[config.mk]
export PLATFORM = sky130hd
export DESIGN_NAME = if_id_fetch_buffer
export DESIGN_NICKNAME = d
export VERILOG_FILES = /design/src/rtl/riscv_pipe_pkg.sv /design/src/rtl/if_id_fetch_buffer.sv
export SDC_FILE = /design/constraint.sdc
export NUM_CORES = 1
export LEC_CHECK = 0
export BUFFER_PORTS_ARGS = -buffer_cell sky130_fd_sc_hd__buf_2
export CORE_AREA = 2 2 80 82
export CTS_BUF_LIST = sky130_fd_sc_hd__clkbuf_16
export DETAILED_ROUTE_END_ITERATION = 10
export DIE_AREA = 0 0 82 84
export PLACE_DENSITY = 0.82
export REMOVE_ABC_BUFFERS = 1
export SYNTH_ARGS = -nofsm -noshare
export SYNTH_HDL_FRONTEND = slang
export SYNTH_SLANG_ARGS = --single-unit
[constraint.sdc]
create_clock -name clk -period 5.56 [get_ports clk]
set_input_delay 1.112 -clock clk [delete_from_list [all_inputs] [get_ports clk]]
set_output_delay 1.112 -clock clk [all_outputs]
set_load 0.02 [all_outputs]
[src/rtl/riscv_pipe_pkg.sv]
// Shared pipeline definitions for the fetch/decode boundary.
package riscv_pipe_pkg;

    localparam int          PC_W      = 8;
    localparam int          INSTR_W   = 32;
    localparam logic [31:0] NOP_INSTR = 32'h0000_0013;  // addi x0, x0, 0

    typedef struct packed {
        logic [PC_W-1:0]    pc;
        logic [INSTR_W-1:0] instr;
    } if_id_entry_t;

endpackage

[src/rtl/if_id_fetch_buffer.sv]
// Small in-order FIFO between instruction fetch and decode; if_ready_o doubles as PC_Write.
module if_id_fetch_buffer
    import riscv_pipe_pkg::*;
#(
    parameter int DEPTH   = 2,
    parameter int PC_W    = riscv_pipe_pkg::PC_W,
    parameter int INSTR_W = riscv_pipe_pkg::INSTR_W
) (
    input  logic               clk,
    input  logic               rst_n,
    input  logic               if_valid,
    input  logic [PC_W-1:0]    if_pc,
    input  logic [INSTR_W-1:0] if_instr,
    output logic               if_ready,
    output logic               id_valid,
    output logic [PC_W-1:0]    id_pc,
    output logic [INSTR_W-1:0] id_instr,
    input  logic               id_ready,
    input  logic               flush
);

    localparam int PTR_W = (DEPTH > 1) ? $clog2(DEPTH) : 1;
    localparam int CNT_W = $clog2(DEPTH + 1);

    logic [PC_W-1:0]    pc_mem_q    [DEPTH];
    logic [INSTR_W-1:0] instr_mem_q [DEPTH];
    logic [PTR_W-1:0]   wr_ptr_q, wr_ptr_d;
    logic [PTR_W-1:0]   rd_ptr_q, rd_ptr_d;
    logic [CNT_W-1:0]   count_q,  count_d;
    logic               push, pop;

    // Ready depends on occupancy alone so the PC never waits on decode's handshake.
    assign if_ready = (count_q < CNT_W'(DEPTH));
    assign id_valid = (count_q != '0);
    assign id_pc    = id_valid ? pc_mem_q[rd_ptr_q] : '0;
    assign id_instr = id_valid ? instr_mem_q[rd_ptr_q] : INSTR_W'(NOP_INSTR);

    assign push = if_valid & if_ready & ~flush;
    assign pop  = id_valid & id_ready & ~flush;

    always_comb begin
        wr_ptr_d = wr_ptr_q;
        rd_ptr_d = rd_ptr_q;
        count_d  = count_q;
        if (flush) begin
            wr_ptr_d = '0;
            rd_ptr_d = '0;
            count_d  = '0;
        end else begin
            if (push) wr_ptr_d = wr_ptr_q + PTR_W'(1);
            if (pop)  rd_ptr_d = rd_ptr_q + PTR_W'(1);
            case ({push, pop})
                2'b10:   count_d = count_q + CNT_W'(1);
                2'b01:   count_d = count_q - CNT_W'(1);
                default: count_d = count_q;
            endcase
        end
    end

    // Storage is not reset: stale entries are masked by count_q.
    always_ff @(posedge clk or negedge rst_n) begin
        if (!rst_n) begin
            wr_ptr_q <= '0;
            rd_ptr_q <= '0;
            count_q  <= '0;
        end else begin
            wr_ptr_q <= wr_ptr_d;
            rd_ptr_q <= rd_ptr_d;
            count_q  <= count_d;
            if (push) begin
                pc_mem_q[wr_ptr_q]    <= if_pc;
                instr_mem_q[wr_ptr_q] <= if_instr;
            end
        end
    end

endmodule

==> results.sh <==
export IMPL_status="complete, no violations"
export IMPL_setup_violations=0
export IMPL_slew_headroom_pct=18.7
export IMPL_cts_sinks=84
export IMPL_hp_class="in -> async"
export IMPL_worstMarginPinSlew_ns=1.22
export IMPL_hold_viol=0
export IMPL_wl_um=5310
export IMPL_layout_drive_gt1_share_pct=42.0
export IMPL_syn_inst=196
export IMPL_grt_overflow=0
export IMPL_cp_required_ns=4.45
export IMPL_h_tree_depth=3
export IMPL_synth_top_cell_by_area="edfxtp_1"
export IMPL_yosysSeqAreaShare_pct=75.6
export IMPL_syn_area_um2=3310
export IMPL_combinationalPowerShare_pct=9.3
export IMPL_die_h_um=84
export IMPL_cts_resized=0
export IMPL_antenna_found_initial=0
export IMPL_layout_worst_path_cycle_share_pct=58.9
export IMPL_grt_total_usage_pct=16.5
export IMPL_design_core_area_um2=6100
export IMPL_seq_power_share_pct=54.0
export IMPL_hpwl_um=3370
export IMPL_final_common_cell="buf_2"
export IMPL_crit_path_start_kind="register"
export IMPL_post_cts_buffers=0
export IMPL_gp_congestion=0.667
export IMPL_irDropWorstVdd_mv=0.215
export IMPL_rsz0062_at_grt="no"
export IMPL_io_pins=87
export IMPL_routedWlPerCell_um=14.6
export IMPL_via_count=1833
export IMPL_clk_path_buf_depth=2
export IMPL_intPower_w=0.00105
export IMPL_cts_inserted_buffers=9
export IMPL_clockPowerShare_pct=36.7
export IMPL_drt_iter0_drc=96
export IMPL_p_leak_nw=1.51
export IMPL_drcViolationCount=0
export IMPL_grt_max_degree=42
export IMPL_cp_arrival_ns=2.16
export IMPL_setup_worst_path_class="reg -> out"
export IMPL_synth_area_leaders="edfxtp_1, mux2i_1, nor2_2"
export IMPL_netlist_area_leader_share_pct=72.6
export IMPL_final_setup_skew_ns=0.00505
export IMPL_drtPass1Iterations=4
export IMPL_synthDistinctLibCells=19
export IMPL_p_per_area_nw_per_um2=336
export IMPL_drv_cap=0
export IMPL_antenna_cells=0
export IMPL_switching_share_pct=22.0
export IMPL_cts_tree="yes"
export IMPL_finalMaxSlewViolations=0
export IMPL_fin_tns_setup_ns=0
export IMPL_cts_root_buffer="clkbuf_16"
export IMPL_io_buffers=86
export IMPL_whs_ns=0.591
export IMPL_mostFrequentLayoutCells="buf_2, edfxtp_1, mux2i_1"
export IMPL_cts_hold_buf=0
export IMPL_fp_row_count=29
export IMPL_critPathCaptureType="output port"
export IMPL_clock_fmax_ghz=0.305
export IMPL_synth_edf_count=80
export IMPL_viasPerCell=5.02
export IMPL_fp_dieW_um=82
export IMPL_syn_area_per_cell_um2=16.9
export IMPL_nets=329
export IMPL_clk_pin_slew_worst_paths_ns=0.06
export IMPL_ant_nets=0
export IMPL_r2r_cells=3
export IMPL_clk_latency_ns=0.32
export IMPL_p_sw_w=0.000297
export IMPL_area_growth_pct=21.6
export IMPL_cp_max_fo=38
export IMPL_grt_pass1_vias=1772
export IMPL_synthArstFlopShare_pct=4.76
export IMPL_synth_warnings=0
export IMPL_start_util_pct=54.3
export IMPL_synth_seq_cells=84
export IMPL_finalCriticalPeriod_ns=3.28
export IMPL_synth_main_ff_cell="edfxtp_1"
export IMPL_die_area_um2=6890
export IMPL_grt_first_pass_wirelength_um=8150
## kinds of logic (layout without fill, tap and decap cells)
logic type,count (synthesis),after routing,share of synthesized area [%]
mux,40,40,12.1
flops,84,84,75.6
xor+xnor,3,3,0.794
compound gates,4,4,0.718
simple gates,52,52,7.82
buf+inv,13,105,2.99
## cell type report
type | instances | area, um2
flip-flops and latches | 84 | 2500
well taps | 77 | 96.3
repair buffers | 86 | 430
clock buffers | 9 | 225
fillers | 471 | 2070
multi-input cells | 99 | 729
clock inverters | 6 | 25.0
inverters | 4 | 15.0
## synth_stat cells, types with 2 or more instances
library cell,count
nor2_1,23
inv_1,4
buf_4,3
nor2_2,21
mux2i_1,40
xor2_1,2
o21ai_0,2
nand2_1,3
nand3_1,2
buf_6,5
edfxtp_1,80
dfrtp_1,4
## critical path: stages (launching register included)
cell,delay (ns)
dfrtp_1,0.46
nor2_4,0.89
inv_1,0.21
nand2_1,0.11
buf_2,0.16
## power groups by stage
stage | clock network [W] | registers [W] | logic (W)
2_1_floorplan | 0 | 0.000738 | 0.0000787
3_3_place_gp | 0 | 0.000741 | 0.000125
3_5_place_dp | 0 | 0.000743 | 0.000128
4_1_cts | 0.000506 | 0.000730 | 0.000129
5_1_grt | 0.000531 | 0.000731 | 0.000137
6_report | 0.000496 | 0.000729 | 0.000126
## worst paths after layout
| check | slack [ns] | endpoint | start |
|---|---|---|---|
| setup / recovery | 2.28 | id_instr[4] | count_q[1]$_DFFE_PN0P_ |
| hold / removal | 0.59 | count_q[0]$_DFFE_PN0P_ | rst_n |
| setup reg to reg | 3.48 | instr_mem_q[0][11]$_DFFE_PP_ | count_q[1]$_DFFE_PN0P_ |
| hold reg to reg | 0.65 | wr_ptr_q$_DFFE_PN0P_ | wr_ptr_q$_DFFE_PN0P_ |
| max in group asynchronous | 4.82 | rd_ptr_q$_DFFE_PN0P_ | rst_n |
| min in group clk | 0.65 | wr_ptr_q$_DFFE_PN0P_ | wr_ptr_q$_DFFE_PN0P_ |
## flip-flops by register name, summed over array words and instances, names as in the netlist
register,flops
instr_mem_q,64
pc_mem_q,16
rd_ptr_q,1
wr_ptr_q,1
count_q,2
## stage by stage
step	setup WS [ns]	instance area, um2	util (%)	power (W)	std cells
6_report	2.28	4030	66.0	0.00135	365
5_1_grt	2.08	4030	66.0	0.00140	365
4_1_cts	2.22	4030	66.0	0.00136	365
3_5_place_dp	2.58	3770	61.9	0.000871	350
3_3_place_gp	2.67	3770	61.9	0.000866	350
2_1_floorplan	2.15	3230	-	0.000817	187
## routing by layer
metal | global-route usage [%] | up-vias | part of all wire, %
li1 | - | 893 | -
met1 | 19.4 | 869 | 40
met2 | 27.3 | 60 | 52
met3 | 3.25 | 11 | 5.7
met4 | 10.0 | 0 | 2.5
met5 | 0 | - | 0
No activity file was read; power rests on OpenSTA's default activity.
